[config.mk]
export PLATFORM = sky130hd
export DESIGN_NAME = seg7_scan_driver
export DESIGN_NICKNAME = d
export VERILOG_FILES = /design/src/rtl/seg7_scan_driver.sv
export SDC_FILE = /design/constraint.sdc
export NUM_CORES = 1
export LEC_CHECK = 0
export ABC_AREA = 1
export CORE_MARGIN = 3
export CORE_UTILIZATION = 45
export CTS_CLUSTER_SIZE = 16
export DETAILED_ROUTE_END_ITERATION = 16
export PLACE_DENSITY = 0.67
export SYNTH_ARGS = -nofsm -noshare
export SYNTH_HDL_FRONTEND = slang
export SYNTH_SLANG_ARGS = --single-unit
[constraint.sdc]
create_clock -name segclk -period 2.85 [get_ports segclk]
set_input_delay 0.285 -clock segclk [delete_from_list [all_inputs] [get_ports segclk]]
set_output_delay 0.285 -clock segclk [all_outputs]
set_load 0.02 [all_outputs]
[src/rtl/seg7_scan_driver.sv]
// seg7_scan_driver: time-multiplexes a 4-digit BCD countdown onto a
// common-anode seven-segment display.
//  - The four digits are latched together at each frame boundary, so a digit
//    cannot change in the middle of a frame.
//  - zero_flag reports an all-zero snapshot. timeout_pulse marks the 0->1
//    transition of zero_flag.
//  - Optional feature: define SEG7_BLINK_ON_ZERO_EN to blink the display
//    every BLINK_FRAMES frames while zero_flag is set.
module seg7_scan_driver #(
  parameter int SCAN_DIV     = 124999,
  parameter int DP_DIGIT     = 2,
  parameter int LZB          = 1,
  parameter int BLINK_FRAMES = 63
) (
  input  logic       segclk,
  input  logic       resetn,
  input  logic       disp_en,
  input  logic [3:0] cnt_msec1,
  input  logic [3:0] cnt_msec10,
  input  logic [3:0] cnt_sec1,
  input  logic [3:0] cnt_sec10,
  output logic [3:0] an,
  output logic [6:0] seg,
  output logic       dp,
  output logic       zero_flag,
  output logic       timeout_pulse
);

  localparam int            PW  = (SCAN_DIV > 0) ? $clog2(SCAN_DIV + 1) : 1;
  localparam logic [PW-1:0] TC  = PW'(SCAN_DIV);
  localparam logic [1:0]    DPI = 2'(DP_DIGIT);

  typedef logic [3:0] bcd_t;

  // Active-low {g,f,e,d,c,b,a}. Values outside BCD show a dash.
  function automatic logic [6:0] bcd2seg(input bcd_t d);
    case (d)
      4'd0:    bcd2seg = 7'b1000000;
      4'd1:    bcd2seg = 7'b1111001;
      4'd2:    bcd2seg = 7'b0100100;
      4'd3:    bcd2seg = 7'b0110000;
      4'd4:    bcd2seg = 7'b0011001;
      4'd5:    bcd2seg = 7'b0010010;
      4'd6:    bcd2seg = 7'b0000010;
      4'd7:    bcd2seg = 7'b1111000;
      4'd8:    bcd2seg = 7'b0000000;
      4'd9:    bcd2seg = 7'b0010000;
      default: bcd2seg = 7'b0111111;
    endcase
  endfunction

  logic [PW-1:0]  presc;
  logic           tick;
  logic [1:0]     idx;
  logic [1:0]     idx_nxt;
  logic           frame_wrap;
  bcd_t [3:0]     cnt_in;
  bcd_t [3:0]     snap;
  bcd_t [3:0]     snap_nxt;
  logic           zero_nxt;
  logic           blink_vis_nxt;

  assign tick       = (presc == TC);
  assign idx_nxt    = idx + 2'd1;
  assign frame_wrap = tick & (idx == 2'd3);

  // Digit i of the display maps to element i: 0 = msec1 ... 3 = sec10.
  assign cnt_in   = {cnt_sec10, cnt_sec1, cnt_msec10, cnt_msec1};
  assign snap_nxt = frame_wrap ? cnt_in : snap;
  assign zero_nxt = (cnt_in == '0);

  // Prescaler: one digit slot lasts SCAN_DIV+1 clocks.
  always_ff @(posedge segclk or negedge resetn) begin
    if (!resetn)   presc <= '0;
    else if (tick) presc <= '0;
    else           presc <= presc + 1'b1;
  end

  // Digit index advances once per slot and wraps 3->0.
  always_ff @(posedge segclk or negedge resetn) begin
    if (!resetn)   idx <= 2'd0;
    else if (tick) idx <= idx_nxt;
  end

  // Frame snapshot, zero detect and the rising-edge timeout pulse.
  always_ff @(posedge segclk or negedge resetn) begin
    if (!resetn) begin
      snap          <= {4{4'd9}};
      zero_flag     <= 1'b0;
      timeout_pulse <= 1'b0;
    end else if (frame_wrap) begin
      snap          <= cnt_in;
      zero_flag     <= zero_nxt;
      timeout_pulse <= zero_nxt & ~zero_flag;
    end else begin
      timeout_pulse <= 1'b0;
    end
  end

`ifdef SEG7_BLINK_ON_ZERO_EN
  localparam int            BW    = (BLINK_FRAMES > 1) ? $clog2(BLINK_FRAMES) : 1;
  localparam logic [BW-1:0] BLAST = BW'(BLINK_FRAMES - 1);

  logic [BW-1:0] blink_cnt;
  logic [BW-1:0] blink_cnt_nxt;
  logic          blink_vis;

  // Blink phase: the first zero frame is visible, then the state toggles
  // every BLINK_FRAMES frames. Any nonzero snapshot restarts it as visible.
  always_comb begin
    blink_cnt_nxt = blink_cnt;
    blink_vis_nxt = blink_vis;
    if (frame_wrap) begin
      if (!zero_nxt || !zero_flag) begin
        blink_cnt_nxt = '0;
        blink_vis_nxt = 1'b1;
      end else if (blink_cnt == BLAST) begin
        blink_cnt_nxt = '0;
        blink_vis_nxt = ~blink_vis;
      end else begin
        blink_cnt_nxt = blink_cnt + 1'b1;
      end
    end
  end

  // Blink state register.
  always_ff @(posedge segclk or negedge resetn) begin
    if (!resetn) begin
      blink_cnt <= '0;
      blink_vis <= 1'b1;
    end else begin
      blink_cnt <= blink_cnt_nxt;
      blink_vis <= blink_vis_nxt;
    end
  end
`else
  // Without the blink feature the display is always visible, and
  // BLINK_FRAMES has no effect.
  assign blink_vis_nxt = (BLINK_FRAMES != 0) | 1'b1;
`endif

  logic [3:0] an_nxt;
  logic [6:0] seg_nxt;
  logic       dp_nxt;
  bcd_t       dig;
  logic       lzb_blank;
  logic       lit;

  // Next display word, built from the slot and snapshot that take effect on
  // this tick. Using them here means a new frame shows its new digits from
  // the first slot onward.
  always_comb begin
    dig       = snap_nxt[idx_nxt];
    lzb_blank = (LZB != 0) && (idx_nxt == 2'd3) && (dig == 4'd0);
    lit       = disp_en && !lzb_blank && blink_vis_nxt;
    an_nxt    = 4'b1111;
    if (lit) an_nxt = ~(4'b0001 << idx_nxt);
    seg_nxt   = lzb_blank ? 7'b1111111 : bcd2seg(dig);
    dp_nxt    = ~(lit && (idx_nxt == DPI));
  end

  // Output register: loads once per slot, one clock after tick.
  always_ff @(posedge segclk or negedge resetn) begin
    if (!resetn) begin
      an  <= 4'b1111;
      seg <= 7'b1111111;
      dp  <= 1'b1;
    end else if (tick) begin
      an  <= an_nxt;
      seg <= seg_nxt;
      dp  <= dp_nxt;
    end
  end

endmodule

Word level (Yosys, flattened, before mapping)
Memory sizes are Yosys's and may differ from the RTL's.
Cells that the tools add are included.

operators by class
  reduce and logical (&&, ||, !) cells = 6
  multiplexer cells = 7
  $mul = 0
  divide/modulo/power cells = 0
  bitwise logic cells = 5
  add/sub/neg operators = 2
  shift-type cells = 1
  order comparisons = 1
  equal/unequal tests = 4

operator list
  operator                 number
  $add A17 B1 Y17 const B  1
  $eq A17 B17 Y1 const B   1
  $mux W17                 1
  $logic_not A16 Y1        1
  $mux W16                 1
  $bmux W4 S2              1
  $mux W4                  2
  $mux W7                  1
  $eq A2 B2 Y1 const B     3
  $logic_not A4 Y1         1
  $not A4 Y4               1
  $shl A1 B2 Y4 const A    1
  $logic_and A1 B1 Y1      3
  $lt A2 B3 Y1 const B     1
  $add A2 B1 Y2 const B    1
  $and A1 B1 Y1            2
  $not A1 Y1               2
  $logic_not A1 Y1         1
  $mux W1                  1

storage, ports and cells
  input bits = 19
  RAM bits = 0
  register bits after elaboration = 49
  latch bits = 0
  word-level logic and storage cells = 38
  output and inout bits = 14
  memory bits (read-only) = 112
  memories kept = 1

memories
  name              words  bits a word  read ports  clocked after memory_dff  wr ports  line  RTL
  (name not given)  16     7            1           0                         0         37    case (d)

Longest topological paths before layout
  depth in word-level cells = 11
  mapped depth = 20
  depth with buffers taken out = 20

Worst setup path after synthesis
Ideal clock, no wire load.

  path type = reg-to-reg
  from = register idx[0]
  to = register an[1]
  clock period less this slack = 2326 ps
  data required time = 2774 ps
  cell stages (with the launch flop) = 14
  data arrival time = 2250 ps
  library setup time = 76 ps
  setup slack = 524 ps
  cells stage by stage = dfrtp_1 inv_1 clkbuf_1 ha_1 inv_1 nand3_1 nand2_1 inv_1 ha_1 nand2_1 nand3b_4 nand2_2 o21bai_1 inv_1

between the ends
  elaborated cells between the ends (all ways) = 14

RTL lines
  item                           line  RTL
  start: declaration             54    logic [1:0] idx;
  start signal: assignment       82    else if (tick) idx <= idx_nxt;
  $add A2 B1 Y2 (*)              64    assign idx_nxt = idx + 2'd1;
  via idx_nxt[0]                 55    logic [1:0] idx_nxt;
  $bmux W4 S2                    153   dig = snap_nxt[idx_nxt];
  $mux W4 (implied by the code)  153
  $logic_not A4 Y1               154   lzb_blank = (LZB != 0) && (idx_nxt == 2'd3) && (dig == 4'd0);
  $logic_and A1 B1 Y1            154
  $logic_not A1 Y1               155   lit = disp_en && !lzb_blank && blink_vis_nxt;
  $logic_and A1 B1 Y1            155
  $mux W4 (*)                    157   if (lit) an_nxt = ~(4'b0001 << idx_nxt);
  end signal: assignment         169   an <= an_nxt;
  end: declaration               22    output logic [3:0] an,

Mark *: on every way through the listed nets, which the timed path passes. The rest lies on a longest branch. The select of a mux whose other input is x is not followed.
A chain may end at the register's enable or synchronous reset.

Final worst setup path
  from = register presc[0]
  to = register an[3]

between the ends
  cells in the longest elaborated chain, start to end = 10

RTL lines
  item                           line  RTL
  start: declaration             52    logic [PW-1:0] presc;
  start signal: assignment       76    else presc <= presc + 1'b1;
  $eq A17 B17 Y1 (*)             63    assign tick = (presc == TC);
  $and A1 B1 Y1                  65    assign frame_wrap = tick & (idx == 2'd3);
  $mux W16                       -
  $bmux W4 S2                    153
  $mux W4 (implied by the code)  153
  $logic_not A4 Y1               154
  $logic_and A1 B1 Y1            154
  $logic_not A1 Y1               155
  $logic_and A1 B1 Y1            155
  $mux W4                        157

Mark *: on every way between the ends. The rest lies on a longest branch, timed or not. The select of a mux whose other input is x is not followed.

==> impl_metrics.py <==
metrics = {
    "floorplanning": {
        "ioPinCount": 33,
        "coreArea_mm2": 0.006061,
        "rows": 28,
        "die_x_um": 85.99,
        "initial_core_util_pct": 47.50,
        "fp.dieArea_mm2": 0.007393,
        "die_y_um": 85.99,
    },
    "timing": {
        "worst_slew_pin_slew_ns": 0.6598,
        "setup_viol": 0,
        "slew_violations": 0,
        "hold_viol_final": 0,
        "rsz0062_at_grt": "false",
        "fin_crit_sh_pct": 88.65,
        "finClkSkew_ns": 0.008960,
        "fmax_mhz": 395.8,
        "max_slew_margin_pct": 56.01,
        "setup_tns_ns": 0,
        "finalCriticalPeriod_ns": 2.527,
    },
    "drt": {
        "dr.first_iter.drc_count": 93,
        "drtPass1Iterations": 5,
        "drcViolationCount": 0,
        "antenna_left": 0,
        "via_per_inst": 5.050,
        "route.detailed.wl_per_inst_um": 12.59,
        "wl_um": 6017,
        "via_count": 2414,
    },
    "critical_path": {
        "cp_slowest_cell": "dfrtp_1",
        "critPathCaptureType": "flop",
        "reg2reg_slack_ns": 0.32,
        "arrival_ns": 2.77,
        "cp_slowest_stage_delay_ns": 0.38,
        "critPathKind": "flop to flop",
        "required_ns": 3.09,
        "crit_fanout": 11,
        "cp-start-kind": "flop",
        "path_cells": "ha_1 > nand2_2 > clkinv_2 > nand2_2 > nor2_4 > nand3_4 > inv_2 > nand2_1 > nand3_1 > nand3_1 > nand2_1 > inv_1 > ha_1 > nand2_1 > nand3b_4 > nand2_2 > o21bai_1 > inv_1",
    },
    "final_layout": {
        "n_fill_cell": 589,
        "multi_input_area_mm2": 0.001388,
        "drive_gt1_share_pct": 18.36,
        "area_delta_synth_final_pct": 17.73,
        "diodes": 0,
        "register_area_mm2": 0.001225,
        "post-route-util_pct": 55.92,
        "finalNetCount": 432,
    },
    "synth": {
        "syn_area_mm2": 0.002879,
        "ys_seq_area_share_pct": 42.55,
        "yosys_warnings": 0,
        "async_flop_share_pct": 100.0,
        "syn_avg_cell_area_um2": 7.953,
        "ys_types": 34,
        "synthCells": 362,
        "ys.flop_type": "dfrtp_1",
        "synth_fp_nets": 392,
        "synth-seq-cells": 48,
        "synth_edf_count": 0,
    },
    "grt": {
        "grt.overflow.total": 0,
        "antenna_found_initial": 0,
        "groute.usage.overall_pct": 18.42,
        "grt_pass1_vias": 2430,
        "grt_pass1_wl_um": 10810,
        "grt_max_degree": 31,
    },
    "job": {
        "drv_cap": 0,
    },
    "cts": {
        "cts_tree": "built",
        "cts.sink_count": 48,
        "cts_inserted_buffers": 5,
        "root_buffer": "clkbuf_8",
        "path_clk_slew_ns": 0.09,
        "clock_path_buffers": 2,
        "h-tree-depth": 2,
        "clock_latency_ns": 0.30,
    },
    "placement": {
        "gp_congestion": 0.8747,
        "dpl.hpwl_um": 4701,
        "io_buffers": 32,
    },
    "hold_path": {
        "hold_path_class": "primary input to asynchronous set/reset pin",
    },
    "power_and_ir_drop": {
        "power_density_mw_per_mm2": 336.8,
        "peakVddDrop_uv": 205.5,
        "p_leak_nw": 1.658,
    },
    "outcome": {
        "status": "finished clean",
    },
}
[layout by cell type (no fill, tap or decap), drive strengths merged]
| cell type | count |
|---|---|
| clkinv | 2 |
| buf | 8 |
| ha | 11 |
| nor2 | 40 |
| nor3 | 7 |
| inv | 61 |
| nand4 | 10 |
| xor2 | 3 |
| clkdlybuf4s50 | 31 |
| nand2 | 94 |
| o21ai | 8 |
| and2 | 7 |
| nand3b | 1 |
| nor3b | 1 |
| nor4 | 4 |
| dfstp | 19 |
| or4 | 1 |
| a21oi | 7 |
| nand3 | 48 |
| dfrtp | 29 |
| o21bai | 4 |
| clkbuf | 7 |
[state kept, by name, summed over array words and instances (netlist names)]
signal / cells
idx: 2
timeout_pulse: 1
presc: 17
snap: 16
an: 4
zero_flag: 1
seg: 7
[synth_stat cells (4+ instances only)]
cell	count	area, um2
nor4_1	4	25.02
nand4_1	10	62.56
a21oi_1	4	20.02
nor3_1	6	30.03
nand2_1	80	300.3
nor2_4	4	45.04
nand2_4	5	56.30
and2_1	7	43.79
dfstp_2	19	499.2
o21bai_1	4	30.03
o21ai_0	6	30.03
inv_2	6	22.52
dfrtp_1	29	725.7
nand2_2	9	56.30
ha_1	11	137.6
nand3_1	43	215.2
inv_1	55	206.5
nor2_1	32	120.1
[cell type report]
type / instances / share of cell area [%]
flip-flops and latches: 48 / 36.14
repair buffers: 39 / 10.85
clock buffers: 7 / 2.252
well taps: 75 / 2.769
multi-input cells: 246 / 40.94
inverters: 62 / 6.903
clock inverters: 1 / 0.1477
[through the flow]
stage / area [um2] / worst slack (ns) / power (mW) / cells / hold WS, ns
2_1_floorplan: 2879 / 0.5237 / 0.7116 / 362 / -0.01059
3_3_place_gp: 3289 / 0.3737 / 0.7608 / 468 / 0.3502
3_5_place_dp: 3289 / 0.2547 / 0.7612 / 468 / 0.3585
4_1_cts: 3371 / 0.2360 / 1.165 / 476 / 0.01931
5_1_grt: 3390 / 0.001184 / 1.198 / 478 / 0.05390
6_report: 3390 / 0.3234 / 1.142 / 478 / 0.003067
[metal layers]
layer	routed length (um)	vias to the layer above	global-route usage (%)
met5	0	-	0
met4	76	0	7.626
met3	244	6	4.035
met2	2878	54	30.13
met1	2819	1136	23.54
li1	-	1218	-
[timing repair]
| item | in CTS | in global routing |
|---|---|---|
| hold buffers | 0 | 0 |
| gates resized for setup | 0 | 2 |
| endpoints found under the setup margin | 0 | 11 |
| buffers inserted | 0 | 2 |
[kinds of logic after synthesis]
| kind of cell | Yosys count | synth area share (%) |
|---|---|---|
| adders and majority gates | 11 | 4.780 |
| xor gates and xnor gates | 3 | 0.9128 |
| DFF | 48 | 42.55 |
| AOI/OAI and AO/OA | 19 | 4.042 |
| buffers and inverters | 68 | 9.387 |
| and+or+nand+nor | 213 | 38.33 |
[critical path, delay by kind of cell (launching register included)]
family | cells | cell delay (ns)
DFF | 1 | 0.38
adders and majority gates | 2 | 0.43
and+or+nand+nor | 11 | 1.17
buffers and inverters | 4 | 0.36
AOI/OAI and AO/OA | 1 | 0.12
[path summary, 6_finish.rpt]
kind,start,endpoint,depth (start not counted)
worst max-delay path,presc[0],an[3],18
worst min-delay path,resetn,presc[10],1
worst max register to register,presc[0],an[3],18
worst min register to register,zero_flag,timeout_pulse,1
max in group asynchronous,resetn,snap[0],2
min in group segclk,zero_flag,timeout_pulse,1
[power by group]
group	switching (mW)	total, mW	internal, mW	leakage, nW
Sequential	0.00132	0.687	0.686	0.558
Clock	0.222	0.394	0.173	0.0422
Combinational	0.0300	0.0604	0.0304	1.06
Note: power is estimated with default switching activity, not from simulation.
